File: src/rtl/enc148_pkg.sv
// Shared types and helpers for the 74x148-style registered priority encoder.
package enc148_pkg;

  typedef enum logic [1:0] {
    IDLE = 2'd0,
    SEL  = 2'd1,
    OUT  = 2'd2
  } state_t;

  localparam int unsigned ENC_MAX_IN = 16;

  // Index of the highest set bit; 0 when nothing is set.
  function automatic logic [3:0] hi_index(input logic [ENC_MAX_IN-1:0] v);
    logic [3:0] r;
    r = '0;
    for (int unsigned i = 0; i < ENC_MAX_IN; i++) begin
      if (v[i]) r = 4'(i);
    end
    return r;
  endfunction

endpackage

File: src/rtl/priority_encoder_148_prio_find.sv
// Combinational highest-index finder with an any-set flag.
module prio_find
  import enc148_pkg::*;
#(
  parameter  int N_IN = 8,
  localparam int CW   = $clog2(N_IN)
) (
  input  logic [N_IN-1:0] i_vec,
  output logic [CW-1:0]   o_idx,
  output logic            o_any
);

  logic [ENC_MAX_IN-1:0] w_ext;

  // Zero-extend to the helper's fixed width and pick the top bit.
  always_comb begin
    w_ext             = '0;
    w_ext[N_IN-1:0]   = i_vec;
    o_idx             = CW'(hi_index(w_ext));
    o_any             = |i_vec;
  end

endmodule

File: src/rtl/priority_encoder_148.sv
// Registered, handshaked N_IN-to-CW priority encoder (74x148 style).
// Optional macro ENC_STICKY_EN: new requests join the running batch on each
// acceptance instead of waiting for the batch to empty.
module priority_encoder_148
  import enc148_pkg::*;
#(
  parameter  int N_IN = 8,
  localparam int CW   = $clog2(N_IN)
) (
  input  logic            CLK,
  input  logic            RST,
  input  logic            EN,
  input  logic [N_IN-1:0] I_L,
  output logic [CW-1:0]   A,
  output logic            VALID,
  input  logic            READY,
  output logic            GS,
  output logic            EO
);

  state_t            r_state;
  state_t            w_next;
  logic [N_IN-1:0]   r_pend;
  logic [N_IN-1:0]   w_pend_nxt;
  logic [CW-1:0]     r_a;
  logic [CW-1:0]     w_a_nxt;
  logic              r_gs;
  logic              r_eo;
  logic [N_IN-1:0]   w_req;
  logic [N_IN-1:0]   w_onehot;
  logic [N_IN-1:0]   w_rest;
  logic [CW-1:0]     w_idx;
  logic              w_any;

  assign w_req    = ~I_L;
  assign w_onehot = {{(N_IN-1){1'b0}}, 1'b1} << r_a;

  prio_find #(.N_IN(N_IN)) u_find (
    .i_vec (r_pend),
    .o_idx (w_idx),
    .o_any (w_any)
  );

  // Batch remaining after the presented grant is accepted.
  always_comb begin
    w_rest = r_pend & ~w_onehot;
`ifdef ENC_STICKY_EN
    w_rest = w_rest | (w_req & ~w_onehot);
`else
    w_rest = w_rest;
`endif
  end

  // Next-state, next-batch and next-grant selection.
  always_comb begin
    w_next     = r_state;
    w_pend_nxt = r_pend;
    w_a_nxt    = r_a;
    case (r_state)
      IDLE: begin
        if (EN && (|w_req)) begin
          w_pend_nxt = w_req;
          w_next     = SEL;
        end
      end
      SEL: begin
        if (!EN || !w_any) begin
          w_pend_nxt = '0;
          w_next     = IDLE;
        end else begin
          w_a_nxt = w_idx;
          w_next  = OUT;
        end
      end
      OUT: begin
        if (READY) begin
          if ((|w_rest) && EN) begin
            w_pend_nxt = w_rest;
            w_next     = SEL;
          end else begin
            w_pend_nxt = '0;
            w_next     = IDLE;
          end
        end
      end
      default: begin
        w_pend_nxt = '0;
        w_next     = IDLE;
      end
    endcase
  end

  // State, batch, grant and the registered status flags.
  always_ff @(posedge CLK) begin
    if (RST) begin
      r_state <= IDLE;
      r_pend  <= '0;
      r_a     <= '0;
      r_gs    <= 1'b0;
      r_eo    <= 1'b0;
    end else begin
      r_state <= w_next;
      r_pend  <= w_pend_nxt;
      r_a     <= w_a_nxt;
      r_gs    <= (w_next != IDLE);
      r_eo    <= EN & ~(|w_req);
    end
  end

  assign A     = r_a;
  assign VALID = (r_state == OUT);
  assign GS    = r_gs;
  assign EO    = r_eo;

endmodule

File: config.mk
export PLATFORM = sky130hd
export DESIGN_NAME = priority_encoder_148
export DESIGN_NICKNAME = d
export VERILOG_FILES = /design/src/rtl/enc148_pkg.sv /design/src/rtl/priority_encoder_148_prio_find.sv /design/src/rtl/priority_encoder_148.sv
export SDC_FILE = /design/constraint.sdc
export NUM_CORES = 1
export LEC_CHECK = 0
export BUFFER_PORTS_ARGS = -buffer_cell sky130_fd_sc_hd__buf_2
export CORE_MARGIN = 4
export CORE_UTILIZATION = 45
export CTS_BUF_LIST = sky130_fd_sc_hd__clkbuf_8
export CTS_CLUSTER_DIAMETER = 80
export DETAILED_ROUTE_END_ITERATION = 6
export PLACE_DENSITY = 0.69
export SLEW_MARGIN = 20
export SYNTH_ARGS = -nofsm -noshare
export SYNTH_HDL_FRONTEND = slang
export SYNTH_SLANG_ARGS = --single-unit
File: constraint.sdc
create_clock -name CLK -period 1.3 [get_ports CLK]
set_input_delay 0.065 -clock CLK [delete_from_list [all_inputs] [get_ports CLK]]
set_output_delay 0.065 -clock CLK [all_outputs]
set_load 0.02 [all_outputs]
==> results.md <==
* Arr. time, crit path at 1.53 ns
* Post-DP HPWL at 2.17 mm
* Violation count after the first detailed-route iteration at 61
* Crit path cell chain: nor4_4 > a21oi_2 > a21o_1 > mux2_4
* Largest net degree at the start of global routing at 13
* Leakage Power at 0.576 nW
* Final worst slack at -0.0886 ns
* Period minus WS final at 1.39 ns
* Max Cap Viol at 0
* CP max FO at 2
* Placed cell count at 179
* Routability cong. at 0.903
* Most common cell after layout, fill and taps aside: buf_4
* Max stage delay on crit path at 0.33 ns
* Antenna violations before repair at 0
* GRT Overall Usage at 0.239
* Yosys cell types at 42
* Sequential area share after synthesis at 0.313
* Relative slew slack at 0.793
* Non-filler instance count after layout at 183
* Cells after Synth at 115
* I/O Pins at 18
* WP data required at 1.44 ns
* Critical path class: reg2reg
* CP Capture Type: register
* Grt ovf at 0
* Core ar. at 2000 sq um
* Hold Path Class: in2reg
* DRT Pass-1 Iters at 4
* TritonCTS clock tree: yes
* Max Clock Skew at 0.00440 ns
* Syn Std Cell Area at 960 sq um
* Synth warn at 0
* Period utilization at 1.07
* Clk buf depth at 2
* DRC errors left at 0
* Average wire per standard cell at 17.0 microns
* Worst Reg2Reg Path Length in Cells at 4
* H-tree depth at 1
* Fmax at 720 MHz
* Slew @ Worst Pin at 0.310 ns
* CTS Root Buffer Type: clkbuf_8
* Clock Latency Late Sink at 0.25 ns
* Syn Nets at 127
* Peak supply drop at 0.538 mV
* Most frequent cells in the layout: buf_4 (22), buf_2 (17), nor2_1 (16)
* Fin area at 1370 sq um
* Worst-path clk slew at 0.06 ns
* Area grow syn2layout at 42.4%
* Critical path startpoint category: register
* Vias per cell at 6.07
* Final core occ at 0.683
* Status: finished with violations
* Post-synth top area share at 0.313
* RSZ-0062 raised after global routing: yes
* Aggregate routed wire length at 3.11 mm
* Average size of a mapped cell at 8.34 sq um
* Die width at 54.2 microns
* Setup TNS at -0.448 ns
* Failing checks: negative setup slack
* Starting Density at 0.479
* ANT cells at 0
* Clk sink count at 15
* Setup-failing EPs final at 12
* CP delay by family, top: flip-flops
* Dominant cell type by area after synthesis: dfxtp_1
* Worst slack, placed at -0.164 ns
* Power Total at 1.27 mW
* Vias post-DR at 1110
* Hold path startpoint: RST
* Remaining antenna violation count after routing at 0
* Layout fillers at 169
* Hold Vio Cnt, Final at 0
* Slowest-stage cell, CP: dfxtp_2
* Die area at 2940 sq um
* Power Dens Cells at 933 nW/um^2
* Crit path buf inv count at 0
* Hold path cells at 2
* Critical Path Start: r_pend[0]$_SDFFE_PP0P_
* Nets@finish at 169
* DIE HEIGHT at 54.2 microns
* Total CTS buffers at 3
* Area contributors post-synth: dfxtp_1 (31%), nor2_1 (6.3%), nor4_4 (4.4%)
* WP depth at 4
* Placed Area at 1250 sq um
* Cts hold-fix bufs at 0
* Vias in the first global route at 1070
* Reg2reg start: r_pend[0]$_SDFFE_PP0P_
* Share of cells above drive strength 1 at 0.442
* Min Hold Slack at 0.116 ns
* Seq cells post-synth at 15
* Port-buffer cells at 17
* Max-slew violations at 0
* # rows at 16
* First-pass GRT wire length at 4.95 mm
-- synthesized netlist by cell type (all sizes together) --
| library cell | instances |
|---|---|
| nor2 | 16 |
| dfxtp | 15 |
| a21oi | 6 |
| nand2b | 6 |
| o21ai | 6 |
| a31oi | 5 |
| inv | 4 |
| nand2 | 4 |
| nand3b | 4 |
| nor2b | 4 |
| buf | 3 |
| clkbuf | 3 |
| mux2i | 3 |
| nand3 | 3 |
| a21o | 2 |
| a311oi | 2 |
| nand4 | 2 |
| nor4 | 2 |
| nor4b | 2 |
| o21bai | 2 |
| o31ai | 2 |
| or3 | 2 |
| a31o | 1 |
| a41o | 1 |
| a41oi | 1 |
| and4bb | 1 |
| mux2 | 1 |
| nand4b | 1 |
| nor3 | 1 |
| nor3b | 1 |
| nor4bb | 1 |
| o211ai | 1 |
| o21a | 1 |
| o22ai | 1 |
| o31a | 1 |
| o32ai | 1 |
| or2 | 1 |
| or3b | 1 |
| or4b | 1 |
-- sequential cells by signal, summed over array words and instances (netlist names) --
name and count:
r_pend 8, EO 1, A 3, GS 1, r_state 2
-- report_power, final --
part / switching (mW) / internal [mW] / total, mW / leakage [nW]
Combinational: 0.185 / 0.185 / 0.370 / 0.423
Clock: 0.163 / 0.209 / 0.372 / 0.0269
Sequential: 0.0388 / 0.493 / 0.532 / 0.126
Total: 0.386 / 0.888 / 1.27 / 0.576
-- final cells by class --
cell class,instances,area (sq um),area share
Timing Repair Buffer,43,295,0.216
Inverter,4,15.0,0.0110
Clock inverter,1,3.75,0.00275
Clock buffer,3,41.3,0.0302
Tap cell,27,33.8,0.0247
Sequential cell,15,312,0.228
Multi-Input combinational cell,90,666,0.487
-- worst register-to-register path, cell delays in order, from the launching register on --
cell	delay [ns]
dfxtp_2	0.33
nor4_4	0.33
a21oi_2	0.12
a21o_1	0.20
mux2_4	0.30
-- cells by family after synthesis --
group	count (synthesis)	share of synthesized area
buffers and inverters	10	0.0495
AND/OR/NAND/NOR	53	0.353
flip-flops	15	0.313
AO/OA/AOI/OAI	33	0.237
multiplexers	4	0.0469
-- repair_timing --
action                                  in CTS  in global routing
pin swaps                                    5                  6
endpoints found under the setup margin      12                 13
resized for setup                            9                  9
buffers inserted                             0                  0
-- worst paths after layout --
| kind | endpoint | slack [ns] |
|---|---|---|
| max | r_pend[4]$_SDFFE_PP0P_ | -0.09 |
| max reg2reg | r_pend[4]$_SDFFE_PP0P_ | -0.09 |
| min reg2reg | r_pend[6]$_SDFFE_PP0P_ | 0.61 |
| min | EO$_SDFF_PP0_ | 0.12 |
-- routing by layer --
layer	vias to the layer above	GRT usage	routed length [microns]
li1	513	-	-
met1	518	0.299	1280
met2	61	0.361	1390
met3	18	0.0720	322
met4	0	0.133	127
met5	-	0	0
(Power assumes the default switching activity.)
